<file path="src/rtl/sha_pass_sequencer_if.sv">
// Handshake bundle between the mining controller, the header RAM and the pass sequencer.
// master = controller/RAM side, slave = sequencer side.
interface sha_pass_sequencer_if;
    logic        start;
    logic        stop;
    logic [31:0] nonce_init;
    logic [4:0]  hdr_addr;
    logic [31:0] hdr_word;
    logic [1:0]  block;
    logic [6:0]  select;
    logic [31:0] msg_out;
    logic        busy;
    logic        done;
    logic [31:0] nonce_cur;
    logic        wrapped;

    modport master (
        output start, stop, nonce_init, hdr_word,
        input  hdr_addr, block, select, msg_out, busy, done, nonce_cur, wrapped
    );

    modport slave (
        input  start, stop, nonce_init, hdr_word,
        output hdr_addr, block, select, msg_out, busy, done, nonce_cur, wrapped
    );
endinterface

</file>
<file path="src/rtl/sha_pass_sequencer.sv">
// Sequences the three SHA-256 passes of a Bitcoin double hash into the hash core.
// Optional NONCE_SWEEP_EN: keep hashing with nonce+1 until stopped or the nonce space wraps.
module sha_pass_sequencer (
    input  logic                  clk,
    input  logic                  rst,
    sha_pass_sequencer_if.slave   bus
);

    typedef enum logic [1:0] {IDLE, PRE, ROUND, WB} state_t;

    state_t      state_reg;
    logic [1:0]  pass_reg;
    logic [6:0]  select_reg;
    logic [4:0]  hdr_addr_reg;
    logic [31:0] nonce_reg;
    logic        busy_reg;
    logic        done_reg;
    logic        stop_reg;
    logic        use_ram_reg;
    logic [31:0] msg_const_reg;
`ifdef NONCE_SWEEP_EN
    logic        wrapped_reg;
`endif

    logic [5:0]  t_next;
    logic [4:0]  last_addr;
    logic        addr_advance;
    logic        stop_now;

    // Word source for round t of pass p: header RAM or a locally generated constant.
    function automatic logic from_ram(input logic [1:0] p, input logic [5:0] t);
        return ((p == 2'd0) && (t < 6'd16)) || ((p == 2'd1) && (t < 6'd3));
    endfunction

    function automatic logic [31:0] pad_word(input logic [1:0] p, input logic [5:0] t,
                                             input logic [31:0] n);
        logic [31:0] w;
        w = 32'h0;
        if (p == 2'd1) begin
            case (t)
                6'd3:    w = n;
                6'd4:    w = 32'h8000_0000;
                6'd15:   w = 32'h0000_0280;
                default: w = 32'h0;
            endcase
        end
        return w;
    endfunction

    always_comb begin
        t_next = (state_reg == PRE) ? 6'd0 : (select_reg[5:0] + 6'd1);
        case (pass_reg)
            2'd0:    last_addr = 5'd15;
            2'd1:    last_addr = 5'd18;
            default: last_addr = 5'd0;
        endcase
        addr_advance = (pass_reg != 2'd2) && (hdr_addr_reg != last_addr);
        stop_now     = stop_reg | bus.stop;
    end

    always_ff @(posedge clk or posedge rst) begin
        if (rst) begin
            state_reg     <= IDLE;
            pass_reg      <= 2'd0;
            select_reg    <= 7'd127;
            hdr_addr_reg  <= 5'd0;
            nonce_reg     <= 32'h0;
            busy_reg      <= 1'b0;
            done_reg      <= 1'b0;
            stop_reg      <= 1'b0;
            use_ram_reg   <= 1'b0;
            msg_const_reg <= 32'h0;
`ifdef NONCE_SWEEP_EN
            wrapped_reg   <= 1'b0;
`endif
        end else begin
            done_reg <= 1'b0;
            if (state_reg != IDLE && bus.stop)
                stop_reg <= 1'b1;

            case (state_reg)
                IDLE: begin
                    select_reg <= 7'd127;
                    if (bus.start) begin
                        state_reg    <= PRE;
                        pass_reg     <= 2'd0;
                        hdr_addr_reg <= 5'd0;
                        nonce_reg    <= bus.nonce_init;
                        busy_reg     <= 1'b1;
                        stop_reg     <= 1'b0;
`ifdef NONCE_SWEEP_EN
                        wrapped_reg  <= 1'b0;
`endif
                    end
                end

                PRE: begin
                    state_reg     <= ROUND;
                    select_reg    <= 7'd0;
                    use_ram_reg   <= from_ram(pass_reg, t_next);
                    msg_const_reg <= pad_word(pass_reg, t_next, nonce_reg);
                    if (addr_advance)
                        hdr_addr_reg <= hdr_addr_reg + 5'd1;
                end

                ROUND: begin
                    if (select_reg == 7'd63) begin
                        state_reg     <= WB;
                        select_reg    <= 7'd64;
                        use_ram_reg   <= 1'b0;
                        msg_const_reg <= 32'h0;
                        done_reg      <= (pass_reg == 2'd2) && !stop_now;
                    end else begin
                        select_reg    <= select_reg + 7'd1;
                        use_ram_reg   <= from_ram(pass_reg, t_next);
                        msg_const_reg <= pad_word(pass_reg, t_next, nonce_reg);
                        if (addr_advance)
                            hdr_addr_reg <= hdr_addr_reg + 5'd1;
                    end
                end

                WB: begin
                    select_reg <= 7'd127;
                    stop_reg   <= 1'b0;
                    if (stop_now) begin
                        state_reg <= IDLE;
                        busy_reg  <= 1'b0;
                    end else if (pass_reg != 2'd2) begin
                        state_reg    <= PRE;
                        pass_reg     <= pass_reg + 2'd1;
                        hdr_addr_reg <= (pass_reg == 2'd0) ? 5'd16 : 5'd0;
                    end else begin
`ifdef NONCE_SWEEP_EN
                        // The last nonce of the space ends the sweep instead of rolling over.
                        if (nonce_reg == 32'hFFFF_FFFF) begin
                            state_reg   <= IDLE;
                            busy_reg    <= 1'b0;
                            wrapped_reg <= 1'b1;
                        end else begin
                            state_reg    <= PRE;
                            pass_reg     <= 2'd0;
                            hdr_addr_reg <= 5'd0;
                            nonce_reg    <= nonce_reg + 32'd1;
                        end
`else
                        state_reg <= IDLE;
                        busy_reg  <= 1'b0;
`endif
                    end
                end

                default: state_reg <= IDLE;
            endcase
        end
    end

    // RAM data has one cycle of latency, so header words pass straight through to the core.
    assign bus.msg_out   = use_ram_reg ? bus.hdr_word : msg_const_reg;
    assign bus.block     = pass_reg;
    assign bus.select    = select_reg;
    assign bus.hdr_addr  = hdr_addr_reg;
    assign bus.busy      = busy_reg;
    assign bus.done      = done_reg;
    assign bus.nonce_cur = nonce_reg;
`ifdef NONCE_SWEEP_EN
    assign bus.wrapped   = wrapped_reg;
`else
    assign bus.wrapped   = 1'b0;
`endif

endmodule

</file>
<file path="src/flat_wrapper.sv">
// flat-port wrapper written by rule: the top's interface ports become plain ports
module sha_pass_sequencer_flat 
  (clk, rst, bus_start, bus_stop, bus_nonce_init, bus_hdr_word, bus_hdr_addr, bus_block, bus_select, bus_msg_out, bus_busy, bus_done, bus_nonce_cur, bus_wrapped);
  sha_pass_sequencer_if bus_i ();
  input  logic clk;
  input  logic rst;
  input wire logic [$bits(bus_i.start)-1:0] bus_start;
  input wire logic [$bits(bus_i.stop)-1:0] bus_stop;
  input wire logic [$bits(bus_i.nonce_init)-1:0] bus_nonce_init;
  input wire logic [$bits(bus_i.hdr_word)-1:0] bus_hdr_word;
  output wire logic [$bits(bus_i.hdr_addr)-1:0] bus_hdr_addr;
  output wire logic [$bits(bus_i.block)-1:0] bus_block;
  output wire logic [$bits(bus_i.select)-1:0] bus_select;
  output wire logic [$bits(bus_i.msg_out)-1:0] bus_msg_out;
  output wire logic [$bits(bus_i.busy)-1:0] bus_busy;
  output wire logic [$bits(bus_i.done)-1:0] bus_done;
  output wire logic [$bits(bus_i.nonce_cur)-1:0] bus_nonce_cur;
  output wire logic [$bits(bus_i.wrapped)-1:0] bus_wrapped;
  assign bus_i.start = bus_start;
  assign bus_i.stop = bus_stop;
  assign bus_i.nonce_init = bus_nonce_init;
  assign bus_i.hdr_word = bus_hdr_word;
  assign bus_hdr_addr = bus_i.hdr_addr;
  assign bus_block = bus_i.block;
  assign bus_select = bus_i.select;
  assign bus_msg_out = bus_i.msg_out;
  assign bus_busy = bus_i.busy;
  assign bus_done = bus_i.done;
  assign bus_nonce_cur = bus_i.nonce_cur;
  assign bus_wrapped = bus_i.wrapped;
  sha_pass_sequencer u_core (.clk(clk), .rst(rst), .bus(bus_i));
endmodule
</file>
<file path="config.mk">
export PLATFORM = sky130hd
export DESIGN_NAME = sha_pass_sequencer_flat
export DESIGN_NICKNAME = d
export VERILOG_FILES = /design/src/rtl/sha_pass_sequencer_if.sv /design/src/rtl/sha_pass_sequencer.sv /design/src/flat_wrapper.sv
export SDC_FILE = /design/constraint.sdc
export NUM_CORES = 1
export LEC_CHECK = 0
export CAP_MARGIN = 20
export CORE_ASPECT_RATIO = 0.5
export CORE_MARGIN = 2
export CORE_UTILIZATION = 48
export CTS_CLUSTER_SIZE = 10
export DETAILED_ROUTE_END_ITERATION = 10
export PLACE_DENSITY = 0.89
export SKIP_CTS_REPAIR_TIMING = 1
export SYNTH_ARGS = -nofsm -noshare
export SYNTH_HDL_FRONTEND = slang
export SYNTH_SLANG_ARGS = --single-unit
</file>
<file path="constraint.sdc">
create_clock -name clk -period 7.16 [get_ports clk]
set_input_delay 0.716 -clock clk [delete_from_list [all_inputs] [get_ports clk]]
set_output_delay 0.716 -clock clk [all_outputs]
set_load 0.02 [all_outputs]
</file>
# Word level (Yosys, flattened, before mapping)
# Cells that the tools add are included.
[totals]
reg_bits = 84
inputBits = 68
output_inout_bits = 81
word_cells = 88
[classes]
magnitude_cmp = 2
n_addsub = 4
n_bitwise = 1
n_reduce_logical = 18
mux = 36
n_eq_ne = 17
[ops]
columns = ["operator", "count"]
rows = [
  ["$mux W32", 3],
  ["$pmux W32 S3", 1],
  ["$pmux W32 S2", 1],
  ["$mux W5", 6],
  ["$pmux W7 S3", 1],
  ["$pmux W5 S4", 1],
  ["$mux W2", 6],
  ["$pmux W5 S2", 1],
  ["$mux W1", 9],
  ["$ne A2 B2 Y1 const B", 4],
  ["$pmux W2 S4", 1],
  ["$reduce_and A4 Y1", 2],
  ["$add A7 B1 Y7 const B", 1],
  ["$eq A7 B6 Y1 const B", 1],
  ["$mux W7", 1],
  ["$add A6 B1 Y6 const B", 1],
  ["$eq A2 B2 Y1 const B", 3],
  ["$eq A6 B2 Y1 const B", 1],
  ["$eq A6 B3 Y1 const B", 1],
  ["$eq A6 B4 Y1 const B", 1],
  ["$lt A6 B2 Y1 const B", 1],
  ["$lt A6 B5 Y1 const B", 1],
  ["$mux W6", 1],
  ["$pmux W1 S2", 3],
  ["16 further kinds", 26],
]

# Logic depth before layout (Yosys ltp)
# Gate-level depths: netlist of the first run.
[logic_depth]
ltp_word = 7
depth_mapped = 10
depth_no_buf = 7

# Worst setup path after synthesis of the first run
# OpenSTA, ideal clock, no wires.
[synth_timing]
path_type = "flip-flop to flip-flop"
from = "register u_core.select_reg[0], in the netlist u_core.bus.select[0]"
to = "register u_core.msg_const_reg[0]"
arrival_ps = 2349
stages_incl_launch_ff = 11
slack_ps = 4690
period_less_slack_ps = 2470
cell_sequence = "dfstp_2 ha_1 buf_6 nand3_4 or4_1 buf_2 and3_4 and2_4 buf_6 buf_6 a22o_1"
[synth_between]
elab_chain_cells = 7
[synth_lines]
columns = ["element", "line_no", "text"]
rows = [
  ["start: declaration", "sha_pass_sequencer.sv:13", "logic [6:0] select_reg;"],
  ["start signal: assignment", "sha_pass_sequencer.sv:114", "select_reg <= select_reg + 7'd1;"],
  ["$add A6 B1 Y6", "sha_pass_sequencer.sv:51", "t_next = (state_reg == PRE) ? 6'd0 : (select_reg[5:0] + 6'd1);"],
  ["$mux W6", "sha_pass_sequencer.sv:51", ""],
  ["$eq A6 B4 Y1 (tied with other cells)", "sha_pass_sequencer.sv:40", "case (t)"],
  ["$pmux W32 S3", "sha_pass_sequencer.sv:40", ""],
  ["$mux W32", "sha_pass_sequencer.sv:39", "if (p == 2'd1) begin"],
  ["$mux W32", "sha_pass_sequencer.sv:107", "if (select_reg == 7'd63) begin"],
  ["$pmux W32 S2 (*)", "sha_pass_sequencer.sv:81", "case (state_reg)"],
  ["end signal: assignment", "sha_pass_sequencer.sv:101", "msg_const_reg <= pad_word(pass_reg, t_next, nonce_reg);"],
  ["end signal: assignment", "sha_pass_sequencer.sv:116", "msg_const_reg <= pad_word(pass_reg, t_next, nonce_reg);"],
  ["end: declaration", "sha_pass_sequencer.sv:20", "logic [31:0] msg_const_reg;"],
]
# Every way passes the cells marked *; elsewhere a longest branch is shown, timed or not.
# A chain may end at the register's enable or synchronous reset.

# Final worst setup path of the first run
[layout_timing]
from = "register u_core.use_ram_reg"
to = "output port bus_msg_out[4]"
[layout_between]
elab_chain_cells = 1
[layout_lines]
columns = ["element", "line_no", "text"]
rows = [
  ["start: declaration", "sha_pass_sequencer.sv:19", "logic use_ram_reg;"],
  ["start signal: assignment", "sha_pass_sequencer.sv:100", "use_ram_reg <= from_ram(pass_reg, t_next);"],
  ["start signal: assignment", "sha_pass_sequencer.sv:115", "use_ram_reg <= from_ram(pass_reg, t_next);"],
  ["$mux W32", "sha_pass_sequencer.sv:158", "assign bus.msg_out = use_ram_reg ? bus.hdr_word : msg_const_reg;"],
  ["end: declaration", "flat_wrapper.sv:14", "output wire logic [$bits(bus_i.msg_out)-1:0] bus_msg_out;"],
]
# Every way passes these cells.

==> flow_summary_export.csv, run 1 <==
group,metric,value,unit
synthesis,yosys_warnings,0,
clocking,clk_pin_slew,60,ps
route,vias_per_cell,5.464,
timing,rsz0062_at_grt,"no",
clocking,clockBufferDepth,2,
setup_path,cp.arrival,2420,ps
timing,setup_viol,0,
synthesis,ys_seq_area_frac,0.5172,
clocking,cts_tree,"built",
global_routing,grt_max_degree,85,
route,drc,0,
synthesis,synth_xor_area_frac,0.01288,
setup_path,worst-setup-path-type,"register to output pin",
route,postRouteAntennaNets,0,
power,peakVddDrop,0.0002538,V
clocking,root_buffer,"clkbuf_16",
setup_path,reg2reg_from,"u_core.bus.select[0]$_DFF_PP1_",
setup_path,timing.rr.end,"u_core.msg_const_reg[18]$_DFFE_PP0N_",
synthesis,synthSimpleGateAreaFrac,0.09013,
layout,final_net_count,554,
placement,place_hpwl,7482,um
power,p_leak,2.557,nW
global_routing,grt_first_pass_wirelength,17170,um
layout,n_antenna_cell,0,
timing,fin_crit,3133,ps
timing,tightest_slew,634.6,ps
layout,nFillCells,560,
synthesis,syn_area_per_cell,12.26,um2
floorplanning,start_util,0.5029,
hold_path,hold-path-cell-count,1,
power,combPwrFrac,0.503,
floorplanning,io_pins,149,
synthesis,synth_edf_count,0,
job,max-cap-violations,0,
route,wl_per_cell,18.04,um
clocking,numCtsBuffers,9,
hold_path,min_to,"u_core.bus.done$_DFF_PP0_",
route,via_count,3240,
clocking,clkSinkCount,84,
global_routing,grt_usage,0.2385,
setup_path,crit_fanout,22,
synthesis,synth_area,4081,um2
timing,hold_violations,0,
floorplanning,rows,23,
route,drt-initial-drc-count,234,
layout,drive_above_1_share,0.2017,
global_routing,antenna_found_initial,0,
hold_path,min_path_type,"register to register",
clocking,htreeDepth,3,
global_routing,grt.overflow.total,0,
timing,clock.fmax,0.3192,GHz
synthesis,synth_cell_types,54,
synthesis,synth_top_family_by_area,"multiplexers",
power,clkPwrFrac,0.199,
synthesis,syn_nets,411,
power,switchingPower,1.049,mW
global_routing,grt_most_used_layer,"met2",
timing,slew_headroom,0.5759,
floorplanning,chipWidth,134.4,um
hold_path,hp-start,"u_core.stop_reg$_DFF_PP0_",
synthesis,ys_seq_elements,84,
synthesis,synth_fa_ha_area_frac,0.03066,
power,p_total,2.690,mW
power,power.density,449.1,nW/um2
setup_path,r2r_cells,6,
layout,syn_to_final_growth,46.75,%
power,cell_internal_pwr,1.641,mW
synthesis,syn_inst,333,
setup_path,startpoint_type,"register",
power,p_seq_frac,0.298,
route,drtPass1Iterations,4,
global_routing,globalRouteMet2Util,0.3997,
route,wl,10700,um
timing,finalCritPeriodShare,0.4376,
setup_path,critPathCaptureType,"output pin",
timing,final_max_slew_viol_count,0,
status,status,"completed",
power,p_sw_frac,0.3898,
global_routing,grt_pass1_vias,3348,
timing,clock_skew,7.227,ps
synthesis,synth_compound_area_frac,0.1309,
setup_path,cp_data_required_time,6440,ps
placement,place.gp.congestion,0.8345,
global_routing,use_met1,0.2895,
floorplanning,die_area,9302,um2
timing,setup_tns,0,ps
synthesis,synthFlopType,"dfrtp_1",
floorplanning,die_y,69.21,um
synthesis,synth_mux_area_frac,0.1818,
synthesis,async_flop_share,1.000,
floorplanning,core_area,8115,um2
setup_path,ff2ff_setup_slack,4500,ps
global_routing,grtUsageMet3,0.06725,
placement,port_buffers,147,
clocking,worstSkewPairLatency,340,ps
cell usage after synthesis, drive strengths merged (5+ instances only):
library cell	count	share of area
inv	7	0.0064
o21ai	8	0.0098
nand2b	5	0.0077
buf	11	0.020
nand3	8	0.013
mux2	65	0.18
nor3	7	0.0086
ha	10	0.031
clkbuf	9	0.0083
dfrtp	77	0.47
dfstp	7	0.045
a21oi	6	0.0074
nand2	16	0.015
nor2	15	0.014
a22o	31	0.067
area by class of cell:
type / count / area (um2) / area share
Sequential cell: 84 / 2111 / 0.3524
Multi-Input combinational cell: 221 / 1826 / 0.3048
Timing Repair Buffer: 152 / 1541 / 0.2574
Clock buffer: 10 / 229.0 / 0.03823
Tap cell: 112 / 140.1 / 0.02340
Clock inverter: 6 / 111.4 / 0.01859
Inverter: 8 / 31.28 / 0.005222
worst max-delay path, cell delays in order (launching register included):
cell and delay [ps]:
dfrtp_1 730, buf_4 410, mux2_2 380, clkdlybuf4s50_1 550
cell families (layout without fill, tap and decap cells):
| logic type | after synthesis | count (layout) |
|---|---|---|
| adders and majority gates | 10 | 10 |
| AOI/OAI and AO/OA | 69 | 69 |
| other | 1 | 1 |
| DFF | 84 | 84 |
| buffers and inverters | 28 | 176 |
| xor gates and xnor gates | 6 | 6 |
| and+or+nand+nor | 69 | 69 |
| muxes | 66 | 66 |
layer usage:
layer  up-vias  share of wire
met5         -              0
met4         0          0.028
met3        25          0.050
met2       113           0.50
met1      1593           0.42
li1       1509              -
cells in the final DEF, fill, tap and decap left out, types with 2 or more instances in the layout:
cell             instances
a21o_1                   2
a21oi_1                  6
a22o_1                  31
a311o_1                  3
buf_4                    3
bufinv_16                3
clkbuf_16                9
clkdlybuf4s50_1        147
clkinv_2                 2
dfrtp_1                 77
dfstp_2                  7
ha_1                    10
inv_1                    6
mux2_2                  65
nand2_1                 16
nand2b_1                 5
nand3_1                  7
nor2_1                  15
nor2b_1                  4
nor3_1                   7
o21a_1                   3
o21ai_0                  8
o22ai_1                  2
o31ai_1                  3
or3_1                    2
xnor2_1                  4
xor2_1                   2
worst max path at each step:
stage,from,end,depth (start not counted)
detailed placement,u_core.state_reg[0]$_DFFE_PP0P_,u_core.bus.hdr_addr[2]$_DFFE_PP0P_,6
floorplan,rst,u_core.bus.block[0]$_DFFE_PP0P_,1
global route,u_core.use_ram_reg$_DFFE_PP0N_,bus_msg_out[4],3
global placement,u_core.state_reg[0]$_DFFE_PP0P_,u_core.bus.hdr_addr[2]$_DFFE_PP0P_,6
CTS,u_core.use_ram_reg$_DFFE_PP0N_,bus_msg_out[4],3
finish,u_core.use_ram_reg$_DFFE_PP0N_,bus_msg_out[4],3
stage by stage:
stage / instance area, um2 / setup slack, ps / hold WS, ps / instances / utilization
floorplan: 4081 / 4290 / 442.5 / 333 / -
global placement: 5602 / 4368 / 483.5 / 575 / 0.6903
detailed placement: 5602 / 4218 / 481.8 / 575 / 0.6903
CTS: 5942 / 4029 / 508.7 / 591 / 0.7322
global route: 5989 / 3951 / 521.3 / 593 / 0.7381
finish: 5989 / 4027 / 507.6 / 593 / 0.7381
power groups by stage:
stage / clock network, mW / logic [mW] / registers [mW]
floorplan: 0 / 0.692 / 0.905
global placement: 0 / 1.30 / 0.794
detailed placement: 0 / 1.32 / 0.805
CTS: 0.540 / 1.33 / 0.799
global route: 0.561 / 1.45 / 0.823
finish: 0.534 / 1.35 / 0.802
(Power assumes the default switching activity.)
==> run 2: changes to the inputs <==
CORE_UTILIZATION = 41   (was 48)
PLACE_DENSITY = 0.82   (was 0.89)
clock period = 2.5 ns   (was 7.16 ns; I/O delays follow)
==> flow_summary_export.csv, run 2 (same netlist as run 1, synthesis figures left out) <==
group,metric,value,unit
setup_path,path_cells,"ha_1 > nand3_4 > or4_1 > and3_4 > and2_4 > a22o_1",
setup_path,critPathCaptureType,"register",
floorplanning,die_area,10820,um2
setup_path,r2r_cells,6,
setup_path,startpoint_type,"register",
timing,fin_crit,2328,ps
floorplanning,start_util,0.4264,
timing,setup_viol,0,
power,combPwrFrac,0.530,
global_routing,grt.overflow.total,0,
clocking,worstSkewPairLatency,340,ps
clocking,root_buffer,"clkbuf_16",
power,peakVddDrop,0.0005882,V
setup_path,worst-setup-path-type,"register to register",
hold_path,min_path_type,"input pin to async pin",
setup_path,slowest_delay,600,ps
floorplanning,rows,25,
power,power.density,1257,nW/um2
timing,timing.hold.ws,230.1,ps
floorplanning,core_area,9572,um2
clocking,numCtsBuffers,9,
clocking,clockBufferDepth,2,
route,wl,10720,um
route,drtPass1Iterations,4,
layout,final_net_count,564,
power,p_sw_frac,0.3978,
timing,clock_skew,5.471,ps
job,max-cap-violations,0,
layout,n_antenna_cell,0,
layout,fin_util,0.6297,
clocking,htreeDepth,3,
layout,final_area,6027,um2
global_routing,grt_max_degree,31,
route,wl_per_cell,17.13,um
timing,setup_tns,0,ps
timing,clock.fmax,0.4296,GHz
power,p_total,7.577,mW
route,via_count,3267,
route,drt-initial-drc-count,208,
floorplanning,io_pins,149,
placement,place_hpwl,7853,um
setup_path,crit_fanout,29,
status,status,"completed",
placement,postPlaceCellArea,5718,um2
route,vias_per_cell,5.219,
power,p_leak,2.565,nW
clocking,clkSinkCount,84,
global_routing,grt_usage,0.1961,
power,p_seq_frac,0.297,
placement,place.gp.congestion,0.8327,
power,switchingPower,3.014,mW
timing,rsz0062_at_grt,"no",
timing,hold_violations,0,
global_routing,grt_pass1_vias,3267,
floorplanning,chipWidth,145.1,um
setup_path,slowest_stage,"dfstp_2",
power,clkPwrFrac,0.173,
clocking,clk_pin_slew,60,ps
timing,final_max_slew_viol_count,0,
layout,syn_to_final_growth,47.67,%
setup_path,reg2reg_from,"u_core.bus.select[0]$_DFF_PP1_",
power,cell_internal_pwr,4.563,mW
route,drc,0,
setup_path,cp_data_required_time,2720,ps
clocking,cts_tree,"built",
floorplanning,die_y,74.55,um
global_routing,grt_first_pass_wirelength,16500,um
layout,final_common_cell,"clkdlybuf4s50_1",
setup_path,timing.rr.end,"u_core.msg_const_reg[23]$_DFFE_PP0N_",
setup_path,cp.arrival,2550,ps
setup_path,ff2ff_setup_slack,170,ps
route,postRouteAntennaNets,0,
layout,drive_above_1_share,0.2179,
global_routing,antenna_found_initial,0,
placement,port_buffers,147,
timing,finalCritPeriodShare,0.9311,
layout,final_cell_mix,"clkdlybuf4s50_1 (147), dfrtp_1 (77), mux2_2 (65)",
==> run 2: worst max path at each step <==
stage | startpoint | end | cells past startpoint
global route | u_core.bus.select[0]$_DFF_PP1_ | u_core.msg_const_reg[1]$_DFFE_PP0N_ | 7
floorplan | u_core.bus.select[0]$_DFF_PP1_ | u_core.msg_const_reg[0]$_DFFE_PP0N_ | 10
finish | u_core.bus.select[0]$_DFF_PP1_ | u_core.msg_const_reg[23]$_DFFE_PP0N_ | 6
global placement | u_core.bus.select[0]$_DFF_PP1_ | u_core.bus.hdr_addr[0]$_DFFE_PP0P_ | 7
CTS | u_core.bus.select[0]$_DFF_PP1_ | u_core.bus.hdr_addr[0]$_DFFE_PP0P_ | 7
detailed placement | u_core.bus.select[0]$_DFF_PP1_ | u_core.bus.hdr_addr[0]$_DFFE_PP0P_ | 7
==> run 2: critical path: cells and delay by family (launching register included) <==
kind                       cells  cell delay (ps)
and+or+nand+nor                4             1140
DFF                            1              600
AOI/OAI and AO/OA              1              240
adders and majority gates      1              230
==> run 2: area by class of cell <==
| cell class | count | area [um2] |
|---|---|---|
| fillers | 775 | 3545 |
| flip-flops and latches | 84 | 2111 |
| multi-input cells | 221 | 1826 |
| repair buffers | 162 | 1597 |
| clock buffers | 10 | 229.0 |
| well taps | 135 | 168.9 |
| clock inverters | 6 | 65.06 |
| inverters | 8 | 31.28 |
==> run 2: power groups by stage <==
stage / logic, mW / registers (mW) / clock network [mW]
6_report: 4.02 / 2.25 / 1.31
5_1_grt: 4.30 / 2.32 / 1.41
4_1_cts: 4.00 / 2.25 / 1.34
3_5_place_dp: 3.97 / 2.26 / 0
3_3_place_gp: 3.91 / 2.24 / 0
2_1_floorplan: 1.98 / 2.59 / 0
==> run 2: metrics by stage <==
step                std cells  worst slack [ps]
finish                    626             172.3
global route              626             14.04
CTS                       624             137.3
detailed placement        608             143.6
global placement          608             205.0
floorplan                 333             30.19
==> run 2: per-layer routing <==
metal  track usage  share of wire  vias up
li1              -              -     1529
met1        0.2396           0.41     1629
met4       0.05991          0.010        0
met3       0.05092          0.055       14
met5             0              0        -
met2        0.3534           0.52       95
